==> config.mk <==
export PLATFORM = sky130hd
export DESIGN_NAME = sc_axi_slave_bridge
export DESIGN_NICKNAME = d
export VERILOG_FILES = /design/src/rtl/sc_axi_slave_bridge.sv
export SDC_FILE = /design/constraint.sdc
export NUM_CORES = 1
export LEC_CHECK = 0
export BUFFER_PORTS_ARGS = -buffer_cell sky130_fd_sc_hd__buf_2
export CORE_AREA = 2 2 195 197
export DETAILED_ROUTE_END_ITERATION = 8
export DIE_AREA = 0 0 197 199
export PLACE_DENSITY = 0.69
export SETUP_SLACK_MARGIN = 0.05
export SLEW_MARGIN = 30
export SYNTH_ARGS = -nofsm -noshare
export SYNTH_HDL_FRONTEND = slang
export SYNTH_SLANG_ARGS = --single-unit
export TNS_END_PERCENT = 30
==> constraint.sdc <==
create_clock -name sys_clk -period 8.27 [get_ports sys_clk]
set_clock_uncertainty 0.2 [all_clocks]
set_input_delay 0.827 -clock sys_clk [delete_from_list [all_inputs] [get_ports sys_clk]]
set_output_delay 0.827 -clock sys_clk [all_outputs]
set_load 0.02 [all_outputs]
==> src/rtl/sc_axi_slave_bridge.sv <==
// sc_axi_slave_bridge: AXI4 responder that replays every burst beat as a
// single-beat request on the sc_* backend channel. One AXI transaction is in
// flight at a time.
// Optional build macro: SC_AXI_BRIDGE_WLAST_CHK_EN (wlast consistency check).
module sc_axi_slave_bridge #(
  parameter int DATA_WIDTH = 64,
  parameter int ADDR_WIDTH = 40,
  parameter int ID_WIDTH   = 12
) (
  input  logic                    sys_clk,
  input  logic                    sys_rst,
  input  logic [ID_WIDTH-1:0]     axi_awid,
  input  logic [ADDR_WIDTH-1:0]   axi_awaddr,
  input  logic [7:0]              axi_awlen,
  input  logic [2:0]              axi_awsize,
  input  logic [1:0]              axi_awburst,
  input  logic                    axi_awvalid,
  output logic                    axi_awready,
  input  logic [DATA_WIDTH-1:0]   axi_wdata,
  input  logic [DATA_WIDTH/8-1:0] axi_wstrb,
  input  logic                    axi_wlast,
  input  logic                    axi_wvalid,
  output logic                    axi_wready,
  output logic [ID_WIDTH-1:0]     axi_bid,
  output logic [1:0]              axi_bresp,
  output logic                    axi_bvalid,
  input  logic                    axi_bready,
  input  logic [ID_WIDTH-1:0]     axi_arid,
  input  logic [ADDR_WIDTH-1:0]   axi_araddr,
  input  logic [7:0]              axi_arlen,
  input  logic [2:0]              axi_arsize,
  input  logic [1:0]              axi_arburst,
  input  logic                    axi_arvalid,
  output logic                    axi_arready,
  output logic [ID_WIDTH-1:0]     axi_rid,
  output logic [DATA_WIDTH-1:0]   axi_rdata,
  output logic [1:0]              axi_rresp,
  output logic                    axi_rlast,
  output logic                    axi_rvalid,
  input  logic                    axi_rready,
  output logic                    sc_req_valid,
  input  logic                    sc_req_ready,
  output logic                    sc_req_we,
  output logic [ADDR_WIDTH-1:0]   sc_req_addr,
  output logic [DATA_WIDTH-1:0]   sc_req_wdata,
  output logic [DATA_WIDTH/8-1:0] sc_req_wstrb,
  output logic [ID_WIDTH-1:0]     sc_req_id,
  input  logic                    sc_rsp_valid,
  input  logic [DATA_WIDTH-1:0]   sc_rsp_rdata,
  input  logic                    sc_rsp_err
);

  localparam int STRB_W   = DATA_WIDTH / 8;
  localparam int MAX_SIZE = $clog2(STRB_W);

  typedef enum logic [2:0] {
    S_IDLE, S_WR_DATA, S_WR_REQ, S_WR_WAIT, S_WR_RESP, S_RD_REQ, S_RD_WAIT, S_RD_DATA
  } state_t;

  state_t                  r_state, w_next;
  logic [ID_WIDTH-1:0]     r_id;
  logic [ADDR_WIDTH-1:0]   r_addr;
  logic [7:0]              r_len, r_cnt;
  logic [2:0]              r_size;
  logic [1:0]              r_burst;
  logic                    r_err;      // sticky write error -> bresp SLVERR
  logic                    r_bad;      // burst never reaches the backend
  logic [DATA_WIDTH-1:0]   r_wdata, r_rdata;
  logic [STRB_W-1:0]       r_wstrb;
  logic                    r_rerr;     // per-beat read error
  logic                    r_last_rd;  // 1: read wins the next contested grant

  logic                    w_gnt_wr, w_gnt_rd, w_both;
  logic                    w_aw_hs, w_ar_hs, w_w_hs, w_req_hs, w_last_beat;
  logic [ADDR_WIDTH-1:0]   w_n, w_b, w_next_addr;

  // Unsupported burst type, oversize beat or illegal wrap length.
  function automatic logic f_bad(input logic [1:0] burst, input logic [2:0] size,
                                 input logic [7:0] len);
    return (burst == 2'b11) || (size > 3'(MAX_SIZE)) ||
           ((burst == 2'b10) && !(len == 8'd1 || len == 8'd3 || len == 8'd7 || len == 8'd15));
  endfunction

  // Round robin only advances on contested grants, so an uncontested grant
  // does not steal the other side's turn.
  assign w_both      = axi_awvalid & axi_arvalid;
  assign w_gnt_wr    = axi_awvalid & (~axi_arvalid | ~r_last_rd);
  assign w_gnt_rd    = axi_arvalid & ~w_gnt_wr;
  assign w_aw_hs     = axi_awvalid & axi_awready;
  assign w_ar_hs     = axi_arvalid & axi_arready;
  assign w_w_hs      = axi_wvalid & axi_wready;
  assign w_req_hs    = sc_req_valid & sc_req_ready;
  assign w_last_beat = (r_cnt == r_len);

  // Beat address stepping for FIXED / INCR / WRAP.
  always_comb begin
    w_n = ADDR_WIDTH'(1) << r_size;
    w_b = (w_n * ADDR_WIDTH'(r_len)) + w_n;
    case (r_burst)
      2'b01:   w_next_addr = (r_addr & ~(w_n - ADDR_WIDTH'(1))) + w_n;
      2'b10:   w_next_addr = (r_addr & ~(w_b - ADDR_WIDTH'(1))) |
                             ((r_addr + w_n) & (w_b - ADDR_WIDTH'(1)));
      default: w_next_addr = r_addr;
    endcase
  end

  // State register.
  always_ff @(posedge sys_clk) begin
    if (sys_rst) r_state <= S_IDLE;
    else         r_state <= w_next;
  end

  // Next-state logic.
  always_comb begin
    w_next = r_state;
    case (r_state)
      S_IDLE:    if (w_aw_hs) w_next = S_WR_DATA;
                 else if (w_ar_hs) w_next = S_RD_REQ;
      S_WR_DATA: if (w_w_hs) begin
                   if (!r_bad)           w_next = S_WR_REQ;
                   else if (w_last_beat) w_next = S_WR_RESP;
                 end
      S_WR_REQ:  if (w_req_hs) w_next = S_WR_WAIT;
      S_WR_WAIT: if (sc_rsp_valid) w_next = w_last_beat ? S_WR_RESP : S_WR_DATA;
      S_WR_RESP: if (axi_bready) w_next = S_IDLE;
      S_RD_REQ:  if (r_bad) w_next = S_RD_DATA;
                 else if (w_req_hs) w_next = S_RD_WAIT;
      S_RD_WAIT: if (sc_rsp_valid) w_next = S_RD_DATA;
      S_RD_DATA: if (axi_rready) w_next = w_last_beat ? S_IDLE : S_RD_REQ;
      default:   w_next = S_IDLE;
    endcase
  end

  // Outputs decoded from state and latched burst context.
  always_comb begin
    axi_awready  = 1'b0;
    axi_arready  = 1'b0;
    axi_wready   = 1'b0;
    axi_bvalid   = 1'b0;
    axi_bid      = '0;
    axi_bresp    = 2'b00;
    axi_rvalid   = 1'b0;
    axi_rid      = '0;
    axi_rdata    = '0;
    axi_rresp    = 2'b00;
    axi_rlast    = 1'b0;
    sc_req_valid = 1'b0;
    sc_req_we    = 1'b0;
    sc_req_addr  = '0;
    sc_req_wdata = '0;
    sc_req_wstrb = '0;
    sc_req_id    = '0;
    case (r_state)
      S_IDLE: begin
        axi_awready = w_gnt_wr;
        axi_arready = w_gnt_rd;
      end
      S_WR_DATA: axi_wready = 1'b1;
      S_WR_REQ: begin
        sc_req_valid = 1'b1;
        sc_req_we    = 1'b1;
        sc_req_addr  = r_addr;
        sc_req_wdata = r_wdata;
        sc_req_wstrb = r_wstrb;
        sc_req_id    = r_id;
      end
      S_WR_RESP: begin
        axi_bvalid = 1'b1;
        axi_bid    = r_id;
        axi_bresp  = r_err ? 2'b10 : 2'b00;
      end
      S_RD_REQ: if (!r_bad) begin
        sc_req_valid = 1'b1;
        sc_req_addr  = r_addr;
        sc_req_id    = r_id;
      end
      S_RD_DATA: begin
        axi_rvalid = 1'b1;
        axi_rid    = r_id;
        axi_rdata  = r_rdata;
        axi_rresp  = r_rerr ? 2'b10 : 2'b00;
        axi_rlast  = w_last_beat;
      end
      default: ;
    endcase
  end

`ifndef SC_AXI_BRIDGE_WLAST_CHK_EN
  logic w_unused_wlast;
  assign w_unused_wlast = axi_wlast;
`endif

  // Burst context, beat data and error tracking.
  always_ff @(posedge sys_clk) begin
    if (sys_rst) begin
      r_id <= '0; r_addr <= '0; r_len <= '0; r_cnt <= '0; r_size <= '0;
      r_burst <= '0; r_err <= 1'b0; r_bad <= 1'b0; r_wdata <= '0;
      r_wstrb <= '0; r_rdata <= '0; r_rerr <= 1'b0; r_last_rd <= 1'b0;
    end else begin
      case (r_state)
        S_IDLE: begin
          if (w_aw_hs) begin
            r_id <= axi_awid; r_addr <= axi_awaddr; r_len <= axi_awlen;
            r_size <= axi_awsize; r_burst <= axi_awburst; r_cnt <= '0;
            r_bad <= f_bad(axi_awburst, axi_awsize, axi_awlen);
            r_err <= f_bad(axi_awburst, axi_awsize, axi_awlen);
            if (w_both) r_last_rd <= 1'b1;
          end else if (w_ar_hs) begin
            r_id <= axi_arid; r_addr <= axi_araddr; r_len <= axi_arlen;
            r_size <= axi_arsize; r_burst <= axi_arburst; r_cnt <= '0;
            r_bad <= f_bad(axi_arburst, axi_arsize, axi_arlen);
            r_err <= 1'b0;
            if (w_both) r_last_rd <= 1'b0;
          end
        end
        S_WR_DATA: if (w_w_hs) begin
          r_wdata <= axi_wdata;
          r_wstrb <= axi_wstrb;
`ifdef SC_AXI_BRIDGE_WLAST_CHK_EN
          if (axi_wlast != w_last_beat) r_err <= 1'b1;
`endif
          // Error bursts never visit WR_WAIT, so step the beat here.
          if (r_bad && !w_last_beat) begin
            r_cnt  <= r_cnt + 8'd1;
            r_addr <= w_next_addr;
          end
        end
        S_WR_WAIT: if (sc_rsp_valid) begin
          r_err <= r_err | sc_rsp_err;
          if (!w_last_beat) begin
            r_cnt  <= r_cnt + 8'd1;
            r_addr <= w_next_addr;
          end
        end
        S_RD_REQ: if (r_bad) begin
          r_rdata <= '0;
          r_rerr  <= 1'b1;
        end
        S_RD_WAIT: if (sc_rsp_valid) begin
          r_rdata <= sc_rsp_rdata;
          r_rerr  <= sc_rsp_err;
        end
        S_RD_DATA: if (axi_rready && !w_last_beat) begin
          r_cnt  <= r_cnt + 8'd1;
          r_addr <= w_next_addr;
        end
        default: ;
      endcase
    end
  end

endmodule

==> flow_summary.yaml <==
outcome:
  status: "complete, no violations"
floorplan:
  core_area_sq_um: 37130
  dieArea_sq_um: 39200
  die_h_microns: 199
  start_util_pct: 44.04
  fp-row-count: 71
  ios: 501
  die_x_microns: 197
hold_path:
  worstHoldStart: "r_wstrb[7]$_SDFFE_PP0P_"
  hold_end: "r_wstrb[7]$_SDFFE_PP0P_"
  hold_depth: 2
  hold_path.class: "reg2reg"
synthesis:
  synth_area_leaders: "dfxtp_1, nand2_1, a21oi_1"
  yosysUniqueCellTypes: 92
  yosys.area_share.simple_pct: 30.44
  synth_warnings: 0
  synthAdderAreaFrac_pct: 11.46
  synth_top_family_by_area: "simple AND/OR/NAND/NOR gates"
  yosysTopAreaCell: "dfxtp_1"
  mappedNetlistArea_sq_um: 16350
  ys_seq_elements: 216
  synth-compound-area-share_pct: 20.70
  muxShareOfSynthArea_pct: 1.546
  syn_avg_cell_area_sq_um: 7.390
  ys_seq_area_share_pct: 26.44
  synth_edf_count: 0
  synth_flop_cell: "dfxtp_1"
  synthArstFlopShare_pct: 0
  synth-xor-area-share_pct: 3.428
  syn_inst: 2213
  synth_top_area_share_pct: 26.44
cts:
  cts_tree: "done"
  cts.repair.resized: 0
  cts.path.max_buffers: 3
  htreeDepth: 1
  clkLatencyLatePin_ns: 0.56
  post_cts_buffers: 0
  ctsHoldBuffers: 0
  clock_sinks: 216
  cts_buffers: 26
  clk_pin_slew_ns: 0.06
  root_buffer: "clkbuf_16"
layout:
  drive_gt1_share_pct: 23.89
  finish.instance_area_sq_um: 19940
  flow.area_growth_from_synthesis_pct: 21.94
  final_core_util_pct: 53.70
  fin_cells: 3106
  num-nets-final: 2990
grt:
  grt_overflow_total: 0
  first_global_vias: 16962
  antenna_found_initial: 25
  grt_max_degree: 160
  track_usage_pct: 30.69
  grt_pass1_wl_mm: 95.00
place:
  hpwlAfterDp_mm: 45.98
  dp_cells: 3038
  postPlaceCellArea_sq_um: 18990
  pre_cts_ws_ns: 1.086
  gp_congestion: 0.9218
  port_buffers: 497
setup_path:
  crit_fanout: 23
  reg2reg_from: "r_size[2]$_SDFFE_PP0P_"
  worstSetupPathType: "reg2reg"
  arrival_ns: 7.56
  crit_required_ns: 8.52
  r2r_cells: 16
  critPathLaunch: "r_size[2]$_SDFFE_PP0P_"
  critPathLaunchType: "flip-flop"
  reg2reg_slack_ns: 0.97
  cp-end-kind: "flip-flop"
timing:
  drv_slew: 0
  worst_slack_ns: 0.9654
  fin_tns_setup_ns: 0
  fin_crit_ns: 7.305
  max_slew_margin_pct: 33.07
  tightest_slew_ns: 1.003
  hold_viol: 0
  fin_crit_sh_pct: 88.33
  rsz0062_at_grt: "no"
  setup_viol: 0
  hold_ws_ns: 0.2495
  clock.fmax_mhz: 136.9
pwr:
  finalPower_mw: 6.403
  ir_drop_mv: 0.2399
  power_leakage_nw: 9.101
  power_density_nw_per_um2: 321.1
drt:
  avgViaCountPerCell: 5.792
  drt_first_iter_violations: 1456
  wl_mm: 63.36
  vias: 17990
  firstDrtPassIters: 6
  remaining_drc_errors: 0
  wl_per_cell_microns: 20.40
  antenna_left: 0
job:
  cap_violations: 0
==> power breakdown <==
part | internal [mW] | total, mW | switching, mW
sequential | 1.21 | 1.53 | 0.313
clock | 0.712 | 1.21 | 0.503
combinational | 1.30 | 3.66 | 2.36
==> per-layer routing <==
layer | vias to the layer above | share of wire, % | track usage [%]
met5 | - | 0.11 | 0
met4 | 10 | 3.4 | 12.84
met3 | 137 | 8.9 | 7.375
met2 | 814 | 49 | 52.93
met1 | 8582 | 39 | 36.56
li1 | 8447 | - | -
==> how the worst max path moves through the flow <==
stage,end,cells past startpoint
final,flip-flop,16
after global routing,flip-flop,16
after CTS,flip-flop,16
after detailed placement,flip-flop,16
after global placement,flip-flop,16
after floorplan,flip-flop,20
==> worst max-delay path, cell delays in order, from the launching register on <==
cell,delay (ns)
dfxtp_1,0.80
inv_1,0.23
and3_1,0.44
and2_1,0.28
fa_1,0.45
fa_1,0.57
fa_1,0.44
fa_1,0.57
fa_1,0.42
ha_1,0.37
a2111oi_0,0.41
o21ai_1,0.21
a21oi_2,0.26
o21ai_1,0.26
a311oi_2,0.72
o221ai_1,0.27
o221a_2,0.28
==> placed cells by master (no fill, tap or decap), types with 6 or more instances in the layout <==
| cell type | instances |
|---|---|
| o31ai_1 | 6 |
| and3_1 | 94 |
| xnor2_1 | 36 |
| nand2b_1 | 11 |
| nor3_1 | 31 |
| inv_1 | 67 |
| nor4b_1 | 6 |
| mux2i_1 | 23 |
| o211ai_1 | 10 |
| nand3_1 | 64 |
| xor2_1 | 28 |
| a2111oi_0 | 6 |
| dfxtp_1 | 216 |
| nand2_1 | 364 |
| a22oi_1 | 67 |
| a21oi_1 | 200 |
| nor4_1 | 9 |
| or3_1 | 12 |
| buf_4 | 23 |
| nand4_1 | 23 |
| fa_1 | 48 |
| nor2_1 | 183 |
| a211oi_1 | 19 |
| ha_1 | 73 |
| o21ai_0 | 77 |
| a31o_2 | 7 |
| buf_2 | 496 |
| a31oi_1 | 17 |
| diode_2 | 20 |
| and2_1 | 127 |
| a211o_1 | 6 |
| o21a_1 | 7 |
| nor2b_1 | 53 |
| a21o_1 | 13 |
| clkbuf_16 | 26 |
==> final cells by class <==
class	count	area (sq um)
flip-flops and latches	216	4324
inverters	73	276.5
clock buffers	33	716.9
well taps	474	593.1
fillers	3625	17190
clock inverters	15	182.7
repair buffers	521	2686
multi-input cells	1754	11110
diodes	20	50.05
==> synthesized netlist by cell type, types with 7 or more instances <==
| cell type | number |
|---|---|
| dfxtp_1 | 216 |
| a22oi_1 | 67 |
| nand2b_1 | 11 |
| and3_1 | 95 |
| mux2i_1 | 23 |
| xor2_1 | 28 |
| a21o_1 | 13 |
| nand2_1 | 367 |
| and2_1 | 128 |
| nand4_1 | 23 |
| ha_1 | 73 |
| a31o_2 | 7 |
| a211oi_1 | 19 |
| nor4_1 | 10 |
| nor2_1 | 185 |
| a21oi_1 | 201 |
| nor2b_1 | 55 |
| o21ai_0 | 77 |
| o211ai_1 | 10 |
| or3_1 | 13 |
| buf_2 | 21 |
| nand3_1 | 64 |
| o21a_1 | 7 |
| clkbuf_1 | 135 |
| nor3_1 | 31 |
| xnor2_1 | 36 |
| a31oi_1 | 17 |
| inv_1 | 69 |
| fa_1 | 48 |
==> cells by family (layout without fill, tap and decap cells) <==
kind of cell	count (synthesis)	count (layout)
and+or+nand+nor	1021	1021
AOI/OAI and AO/OA	521	521
buffers and inverters	244	642
DFF	216	216
adders and majority gates	121	121
xor gates and xnor gates	64	64
muxes	25	25
other	1	22
No activity file was read; power rests on OpenSTA's default activity.
